==> config.mk <==
export PLATFORM = sky130hd
export DESIGN_NAME = accel_sequencer
export DESIGN_NICKNAME = d
export VERILOG_FILES = /design/src/rtl/accel_sequencer.sv
export SDC_FILE = /design/constraint.sdc
export NUM_CORES = 1
export LEC_CHECK = 0
export CELL_PAD_IN_SITES_DETAIL_PLACEMENT = 0
export CELL_PAD_IN_SITES_GLOBAL_PLACEMENT = 1
export CORE_MARGIN = 10
export CORE_UTILIZATION = 30
export CTS_BUF_LIST = sky130_fd_sc_hd__clkbuf_2
export DETAILED_ROUTE_END_ITERATION = 10
export GPL_ROUTABILITY_DRIVEN = 0
export HOLD_SLACK_MARGIN = 0.1
export PLACE_DENSITY = 0.78
export SLEW_MARGIN = 20
export SYNTH_ARGS = -nofsm -noshare
export SYNTH_HDL_FRONTEND = slang
export SYNTH_SLANG_ARGS = --single-unit
==> constraint.sdc <==
create_clock -name clk -period 2.4 [get_ports clk]
set_input_delay 0.24 -clock clk [delete_from_list [all_inputs] [get_ports clk]]
set_output_delay 0.24 -clock clk [all_outputs]
set_load 0.02 [all_outputs]
==> src/rtl/accel_sequencer.sv <==
// Instruction sequencer: fetches 24-bit words, decodes them and issues MATMUL/VADD/VMOV
// to the execution datapath over a valid/ready handshake, then waits for completion.
module accel_sequencer #(
  parameter int INSTR_WIDTH = 24,
  parameter int PROG_LEN    = 32,
  localparam int PC_W       = $clog2(PROG_LEN)
) (
  input  logic                   clk,
  input  logic                   rst,
  input  logic                   start,
  output logic [PC_W-1:0]        imem_addr,
  input  logic [INSTR_WIDTH-1:0] imem_data,
  output logic                   op_valid,
  input  logic                   op_ready,
  output logic [5:0]             op_code,
  output logic [4:0]             op_a,
  output logic [4:0]             op_b,
  output logic [4:0]             op_c,
  output logic [2:0]             op_imm,
  input  logic                   op_done,
  output logic                   busy,
  output logic                   halted,
  output logic                   illegal,
  output logic [PC_W-1:0]        pc
);

  localparam logic [2:0] S_IDLE   = 3'd0;
  localparam logic [2:0] S_FETCH  = 3'd1;
  localparam logic [2:0] S_DECODE = 3'd2;
  localparam logic [2:0] S_ISSUE  = 3'd3;
  localparam logic [2:0] S_EXEC   = 3'd4;
  localparam logic [2:0] S_HALTED = 3'd5;

  localparam logic [5:0] OPC_NOP    = 6'd0;
  localparam logic [5:0] OPC_MATMUL = 6'd1;
  localparam logic [5:0] OPC_VADD   = 6'd2;
  localparam logic [5:0] OPC_VMOV   = 6'd3;
  localparam logic [5:0] OPC_HALT   = 6'd10;

  logic [2:0]             state;
  logic [INSTR_WIDTH-1:0] ir;
  logic [5:0]             dec_opc;
  logic                   at_end;
  logic [2:0]             adv_state;
  logic [PC_W-1:0]        adv_pc;

  function automatic logic is_dispatch(input logic [5:0] opc);
    return (opc == OPC_MATMUL) || (opc == OPC_VADD) || (opc == OPC_VMOV);
  endfunction

  assign dec_opc = imem_data[23:18];
  assign at_end  = (pc == PC_W'(PROG_LEN - 1));

  // Completing an instruction either moves to the next word or stops on the last one.
  always_comb begin
    adv_state = S_FETCH;
    adv_pc    = pc + 1'b1;
    if (at_end) begin
      adv_state = S_HALTED;
      adv_pc    = pc;
    end
  end

  always_ff @(posedge clk) begin
    if (!rst) begin
      state   <= S_IDLE;
      pc      <= '0;
      ir      <= '0;
      illegal <= 1'b0;
    end else begin
      case (state)
        S_IDLE, S_HALTED: begin
          if (start) begin
            state   <= S_FETCH;
            pc      <= '0;
            illegal <= 1'b0;
          end
        end
        S_FETCH: state <= S_DECODE;
        S_DECODE: begin
          ir <= imem_data;
          if (dec_opc == OPC_NOP) begin
            state <= adv_state;
            pc    <= adv_pc;
          end else if (dec_opc == OPC_HALT) begin
            state <= S_HALTED;
          end else if (is_dispatch(dec_opc)) begin
            state <= S_ISSUE;
          end else begin
            illegal <= 1'b1;
            state   <= S_HALTED;
          end
        end
        S_ISSUE: begin
          if (op_ready) begin
            if (op_done) begin
              state <= adv_state;
              pc    <= adv_pc;
            end else begin
              state <= S_EXEC;
            end
          end
        end
        S_EXEC: begin
          if (op_done) begin
            state <= adv_state;
            pc    <= adv_pc;
          end
        end
        default: state <= S_IDLE;
      endcase
    end
  end

  // Outputs come from registered state only; nothing combinational from op_ready/op_done.
  assign imem_addr = pc;
  assign op_valid  = (state == S_ISSUE);
  assign busy      = (state != S_IDLE) && (state != S_HALTED);
  assign halted    = (state == S_HALTED);
  assign op_code   = ir[23:18];
  assign op_a      = ir[17:13];
  assign op_b      = ir[12:8];
  assign op_c      = ir[7:3];
  assign op_imm    = ir[2:0];

endmodule
After elaboration in Yosys (flattened, before gate mapping):

Cells that the tools add are included.

* equality and inequality tests: 18
* reductions and logical operators: 12
* muxes and demuxes: 20
* add/subtract/negate cells: 1

Operator list (number)
* $mux 5: 5
* $mux 3: 8
* $pmux 5 s4: 1
* $pmux 3 s5: 1
* $eq 6x2->1 const B: 2
* $ne 2x2->1 const B: 6
* $eq 3x2->1 const B: 2
* $eq 3x3->1 const B: 2
* $eq 6x1->1 const B: 1
* $eq 6x4->1 const B: 1
* $logic_not 6->1: 1
* $add 5x1->5 const B: 1
* $eq 5x5->1 const B: 1
* $reduce_and 5->1: 1
* $mux 1: 4
* $reduce_and 4->1: 1
* $reduce_bool 4->1: 1
* $eq 3x1->1 const B: 1
* $logic_not 3->1: 1
* $ne 3x3->1 const B: 1
* $reduce_and 3->1: 1
* $reduce_bool 3->1: 1
* $logic_or 1x1->1: 2
* $ne 2x1->1 const B: 1
* 4 further kinds: 4

* bits of input ports: 29
* output and inout port bits: 38
* flip-flop bits (word level): 33
* logic and storage cells: 55

Longest topological paths before layout:

Gate-level depths: netlist of the first run.

* word-level depth: 7
* gate-level depth with buffers: 7

Worst setup path before layout of the first run:

No wires, ideal clock.

* kind: flip-flop to flip-flop
* start: register pc[0], in the netlist imem_addr[0]
* end: register pc[3], in the netlist imem_addr[3]
* path slack: 0.232 ns
* cell stages (with the launch flop): 8
* buffers on the path: 0
* clock period less this slack: 2.168 ns
* arrival time: 2.103 ns
* required time: 2.336 ns
* library setup time: 0.064 ns
* cells stage by stage: dfxtp_1 -> ha_1 -> and3_1 -> ha_1 -> nand4b_1 -> a2111oi_4 -> or4b_1 -> nand4_1

* cells in the longest elaborated chain, start to end: 5

RTL lines
* start, declared: RTL line 24 `output logic [PC_W-1:0] pc`
* start signal, assigned: RTL line 84 `pc <= adv_pc;`
* start signal, assigned: RTL line 98 `pc <= adv_pc;`
* start signal, assigned: RTL line 107 `pc <= adv_pc;`
* $add 5x1->5 or $eq 5x5->1 (tied branches): RTL line 57, 52
* $mux 5 *: RTL line 58 `if (at_end) begin`
* $mux 5: RTL line 96, 105
* $mux 5: RTL line 95 `if (op_ready) begin`
* $pmux 5 s4 *: RTL line 71 `case (state)`

Every way passes the cells marked *; elsewhere a longest branch is shown, timed or not. The select of a mux whose other input is x is not followed.
A chain may end at the register's enable or synchronous reset.

Worst setup path in the final report of the first run:

* start: register state[2]
* end: output busy

* cells in the longest elaborated chain, start to end: 2

RTL lines
* start, declared: RTL line 40 `logic [2:0] state;`
* start signal, assigned: RTL line 83 `state <= adv_state;`
* start signal, assigned: RTL line 97 `state <= adv_state;`
* start signal, assigned: RTL line 106 `state <= adv_state;`
* $ne 3x3->1 or $reduce_bool 3->1 (tied branches): RTL line 118 `assign busy = (state != S_IDLE) && (state != S_HALTED);`
* $logic_and 1x1->1 *: RTL line 118
* end, declared: RTL line 21 `output logic busy,`

Every way passes the cells marked *; elsewhere a longest branch is shown, timed or not.

==> impl_metrics.yaml, run 1 <==
logic_synthesis:
  synth_flop_cell: "dfxtp_1"
  synthMuxAreaShare: 0.006446
  synth_common_cells: "nand2_1 (57), dfxtp_1 (33), a21oi_1 (30)"
  synth_area_mm2: 0.001553
  avgSynthCellArea_um2: 8.004
  yosysTopAreaCell: "dfxtp_1"
  syn_inst: 194
  ys_top_cells_by_area: "dfxtp_1 (43%), nand2_1 (14%), a21oi_1 (9.7%)"
  async_flop_share: 0
  synth_top_family_by_area: "simple AND/OR/NAND/NOR gates"
  synth_top_area_share: 0.4255
  ys_warn_count: 0
  synth_compound_area_frac: 0.2047
  synth_seq_area_share: 0.4255
  synth-seq-cells: 33
  synth_xor_area_frac: 0
  yosysUniqueCellTypes: 39
  synthAdderAreaFrac: 0.01612
  synthSimpleGateAreaFrac: 0.2748
  syn-num-nets: 225
  synth_most_common_cell: "nand2_1"
  synth_edf_count: 0
status:
  status: "completed"
timing:
  slew_violations: 0
  timing_worst_slew_pin_value_ns: 0.6073
  timing.hold.ws_ns: 0.3785
  slew-limit-headroom: 0.5927
  finalCriticalPeriod_ns: 2.248
  min_period_over_period: 0.9367
  setup_viol: 0
  rsz0062_at_grt: "no"
  worst_clock_skew_ns: 0.01426
  finalSetupTns_ns: 0
  hold_viol: 0
  fin_ws_ns: 0.1520
  fmax_ghz: 0.4448
hold_path:
  worstHoldEndpoint: "ir[12]"
  hp-start: "imem_data[12]"
  hold_class: "input port to register"
  whs_path_depth: 3
place:
  place.port_buffers: 66
  placed_cell_area_mm2: 0.002247
  preCtsSetupSlack_ns: 0.1685
  dpl.cell_count: 319
  hpwlAfterDp_mm: 3.367
clocking:
  cts_setup_buffers: 0
  clock-sinks: 33
  cts_tree: "done"
  cts_hold_buf: 0
  ctsHtreeMaxLevel: 2
  cts-root-buf: "clkbuf_2"
  cts_buffers: 5
  clock_latency_ns: 0.38
  ctsResizeCount: 0
  clk_path_buf_depth: 2
  clk_pin_slew_ns: 0.18
global_routing:
  grt_pass1_vias: 1519
  grt_max_degree: 28
  gr-usage-all-layers: 0.1082
  grt_overflow_total: 0
  grt_first_pass_wirelength_mm: 7.576
  antenna_found_initial: 0
drt:
  drt-total-wl_mm: 4.623
  avgRoutedWirePerCell_um: 14.14
  route.detailed.drc: 0
  routed_via_density: 4.621
  drt_iter0_markers: 36
  vias: 1511
  dr.pass1.iters: 4
  postRouteAntennaNets: 0
die:
  core_mm2: 0.005075
  pin_count: 67
  die_w_um: 91.95
  fp-row-count: 26
  die_area_mm2: 0.008454
  die_height_um: 91.95
  start_util: 0.3060
setup_path:
  crit_path_max_fanout: 11
  worstReg2RegEnd: "imem_addr[3]"
  r2r_slack_ns: 0.15
  start_kind: "register"
  regToRegStartpoint: "imem_addr[0]"
  crit_path_end_kind: "output pin"
  crit_type: "register to output pin"
  reg2regPathDepth: 7
  worst-endpoint-arrival_ns: 2.01
  required_ns: 2.16
finish:
  area_growth_pct: 48.99
  fin_nets: 287
  drive_above_1_share: 0.08949
  final_area_mm2: 0.002313
  fill_cells: 550
  n_antenna_cell: 0
  layout.cells.non_filler: 327
  final_util: 0.4559
power_and_ir_drop:
  p_leak_nw: 0.8034
  peakVddDrop_mv: 0.3798
  p_total_mw: 1.429
  power_density_mw_per_mm2: 617.6
flow_run:
  maxCapViolCount: 0
==> power by group <==
group          internal (mW)  switching (mW)
sequential             0.589          0.0431
combinational          0.207           0.216
clock                  0.178           0.196
==> state kept, by name, summed over array words and instances (netlist names) <==
name       cells
ir            24
illegal        1
state          3
imem_addr      5
==> worst max path at each step <==
stage                  startpoint            to  slack (ns)  depth (start not counted)
global route             state[2]          busy        0.03                          3
detailed placement   imem_addr[0]  imem_addr[3]        0.17                          7
CTS                      state[2]          busy        0.02                          3
finish                   state[2]          busy        0.15                          3
global placement    imem_data[23]  imem_addr[2]        0.24                          5
floorplan            imem_addr[0]  imem_addr[3]        0.23                          7
==> worst max-delay path, cell delays in order (launching register included) <==
cell	delay [ns]
dfxtp_2	0.45
and2b_1	0.24
or3_1	0.37
clkdlybuf4s50_1	0.57
==> layer usage <==
layer | GRT usage | wire length [um]
met5 | 0 | 0
met4 | 0.03856 | 48
met3 | 0.04482 | 305
met2 | 0.1694 | 2091
met1 | 0.1299 | 2178
==> kinds of logic (layout without fill, tap and decap cells) <==
group           count (synthesis)  after routing
flops                          33             33
compound gates                 50             50
mux                             1              1
fa+ha+maj                       2              2
simple gates                   87             87
buf+inv                        21             84
==> layout make-up <==
type,count,area [um2],share of cell area
Sequential cell,33,663.1,0.2866
Tap cell,70,87.58,0.03786
Timing Repair Buffer,71,698.2,0.3018
Inverter,5,18.77,0.008112
Clock inverter,2,33.78,0.01460
Clock buffer,6,30.03,0.01298
Multi-Input combinational cell,140,782.0,0.3380
==> cell usage in the layout, fill, tap and decap left out, drive strengths merged <==
cell           netlist  final
clkdlybuf4s50        0     66
nand2               57     57
dfxtp               33     33
a21oi               30     30
clkbuf               9      6
buf                  7      5
inv                  5      5
o22ai                4      4
nand2b               3      3
nand3b               3      3
nor4                 3      3
a211oi               3      3
o21a                 3      3
and2b                2      2
nor2b                2      2
and2                 2      2
o211ai               2      2
o21ai                2      2
nand4                2      2
nand3                2      2
ha                   2      2
nor2                 2      2
or3b                 2      2
a2111oi              2      2
or4b                 2      2
and3                 1      1
or3                  1      1
a21bo                1      1
mux2i                1      1
nand4b               1      1
a22oi                1      1
nor3                 1      1
and4bb               1      1
a21boi               1      1
o221a                1      1
bufinv               0      1
clkinv               0      1
Note: power is estimated with default switching activity, not from simulation.
==> run 2, diff against run 1 <==
--- a/config.mk
+++ b/config.mk
@@ -5,6 +5,7 @@
 export SDC_FILE = /design/constraint.sdc
 export NUM_CORES = 1
 export LEC_CHECK = 0
+export ABC_CLOCK_PERIOD_IN_PS = 2400
 export CELL_PAD_IN_SITES_DETAIL_PLACEMENT = 0
 export CELL_PAD_IN_SITES_GLOBAL_PLACEMENT = 1
 export CORE_MARGIN = 10
==> constraint.sdc (replaced) <==
create_clock -name clk -period 2.4 [get_ports clk]
set_input_delay 0.36 -clock clk [delete_from_list [all_inputs] [get_ports clk]]
set_output_delay 0.36 -clock clk [all_outputs]
set_load 0.02 [all_outputs]
==> run 2 against run 1 <==
  * Via count increased by 1.3%
  * First-iteration DRC count increased by 72%
  * Clock-buffer cell count did not move
  * Register-to-register slack lost 0.02 ns
  * Non-clock buffer count grew 2
  * Setup slack got worse by 0.017 ns
  * Clock skew decreased by 0.0081 ns
  * Largest cell class unchanged
  * Critical path depth is 4 higher
  * Power decreased by 7.3%
  * Core utilization down 0.099 points
==> impl_metrics.yaml, run 2 (synthesis gave the netlist of run 1 again) <==
status:
  status: "completed"
clocking:
  clock-sinks: 33
  clk_pin_slew_ns: 0.17
  clock_latency_ns: 0.37
  ctsHtreeMaxLevel: 2
  cts_setup_buffers: 0
  cts_buffers: 5
  cts-root-buf: "clkbuf_2"
  cts_tree: "done"
  clk_path_buf_depth: 2
timing:
  hold_viol: 0
  setup_viol: 0
  min_period_over_period: 0.9437
  finalCriticalPeriod_ns: 2.265
  slew_violations: 0
  slew-limit-headroom: 0.7508
  worst_clock_skew_ns: 0.006141
  rsz0062_at_grt: "no"
  fmax_ghz: 0.4415
  finalSetupTns_ns: 0
  timing_worst_slew_pin_value_ns: 0.3643
die:
  start_util: 0.3060
  die_area_mm2: 0.008454
  die_height_um: 91.95
  die_w_um: 91.95
  pin_count: 67
  fp-row-count: 26
  core_mm2: 0.005075
drt:
  drt_iter0_markers: 62
  drt-total-wl_mm: 4.639
  dr.pass1.iters: 4
  highest_layer: "met4"
  route.met3.wl_um: 375
  routed_via_density: 4.650
  vias: 1530
  route.detailed.drc: 0
  postRouteAntennaNets: 0
  met2_length_mm: 2.212
  avgRoutedWirePerCell_um: 14.10
  wl_met1_mm: 2.013
finish:
  fin_nets: 289
  regMostFlops: "ir"
  final_common_cell: "clkdlybuf4s50_1"
  largest_reg_flops: 24
  drive_above_1_share: 0.1042
  final_util: 0.4549
  layout_common_cells: "clkdlybuf4s50_1 (65), nand2_1 (57), a21oi_1 (30), dfxtp_1 (30), buf_4 (7)"
  area_growth_pct: 48.67
  fill_cells: 538
  n_antenna_cell: 0
global_routing:
  grt_pass1_vias: 1506
  grt_max_degree: 28
  antenna_found_initial: 0
  grt_overflow_total: 0
  gr-usage-all-layers: 0.1080
  grt_first_pass_wirelength_mm: 7.624
power_and_ir_drop:
  p_leak_nw: 0.8186
  peakVddDrop_mv: 0.3122
  power_density_mw_per_mm2: 573.6
setup_path:
  required_ns: 2.72
  crit_type: "register to register"
  worst-endpoint-arrival_ns: 2.59
  crit_path_max_fanout: 6
  crit_path_end_kind: "register"
  start_kind: "register"
place:
  hpwlAfterDp_mm: 3.424
  place.port_buffers: 66
hold_path:
  hold_class: "register to register"
flow_run:
  maxCapViolCount: 0
[run 2: stage by stage]
step | hold WS, ns | power, mW | cell area [um2] | instances | setup WS, ns
3_5_place_dp | 0.4463 | 1.075 | 2262 | 321 | 0.1441
3_3_place_gp | 0.4414 | 1.075 | 2262 | 321 | 0.2153
4_1_cts | 0.4665 | 1.346 | 2305 | 329 | 0.01733
6_report | 0.4647 | 1.324 | 2308 | 329 | 0.1351
2_1_floorplan | 0.4960 | 0.8880 | 1553 | 194 | 0.2325
5_1_grt | 0.4703 | 1.418 | 2308 | 329 | 0.03650
[run 2: final cells by class]
cell class | count | area, um2 | share of cell area
Clock buffer | 6 | 30.03 | 0.01301
Clock inverter | 2 | 10.01 | 0.004336
Inverter | 5 | 18.77 | 0.008130
Multi-Input combinational cell | 140 | 782.0 | 0.3388
Sequential cell | 33 | 664.4 | 0.2878
Tap cell | 70 | 87.58 | 0.03794
Timing Repair Buffer | 73 | 715.7 | 0.3100
[run 2: power breakdown]
group	internal (mW)	total, mW	switching [mW]
Sequential	0.590	0.632	0.0420
Clock	0.0733	0.264	0.190
Combinational	0.212	0.428	0.217
[run 2: worst paths after layout]
path                 from            to  slack, ns  cells past startpoint
max reg2reg  imem_addr[0]  imem_addr[3]       0.14                      7
min reg2reg         ir[7]         ir[7]       0.46                      2
max          imem_addr[0]  imem_addr[3]       0.14                      7
min                 ir[7]         ir[7]       0.46                      2
[run 2: metal layers]
| metal | GRT usage | vias up |
|---|---|---|
| met3 | 0.04564 | 2 |
| met5 | 0 | - |
| met4 | 0.03085 | 0 |
| met1 | 0.1308 | 692 |
| li1 | - | 790 |
| met2 | 0.1706 | 46 |
[run 2: critical path: stages, from the launching register on]
cell and delay, ns:
dfxtp_2 0.39, ha_1 0.23, and3_1 0.19, ha_1 0.23, nand4b_1 0.27, a2111oi_4 0.35, or4b_1 0.47, nand4_1 0.09
[run 2: timing repair]
action                     in CTS  in global routing
setup endpoints to repair       1                  2
hold buffers                    0                  0
gates resized for setup         2                  2
gates cloned                    0                  0
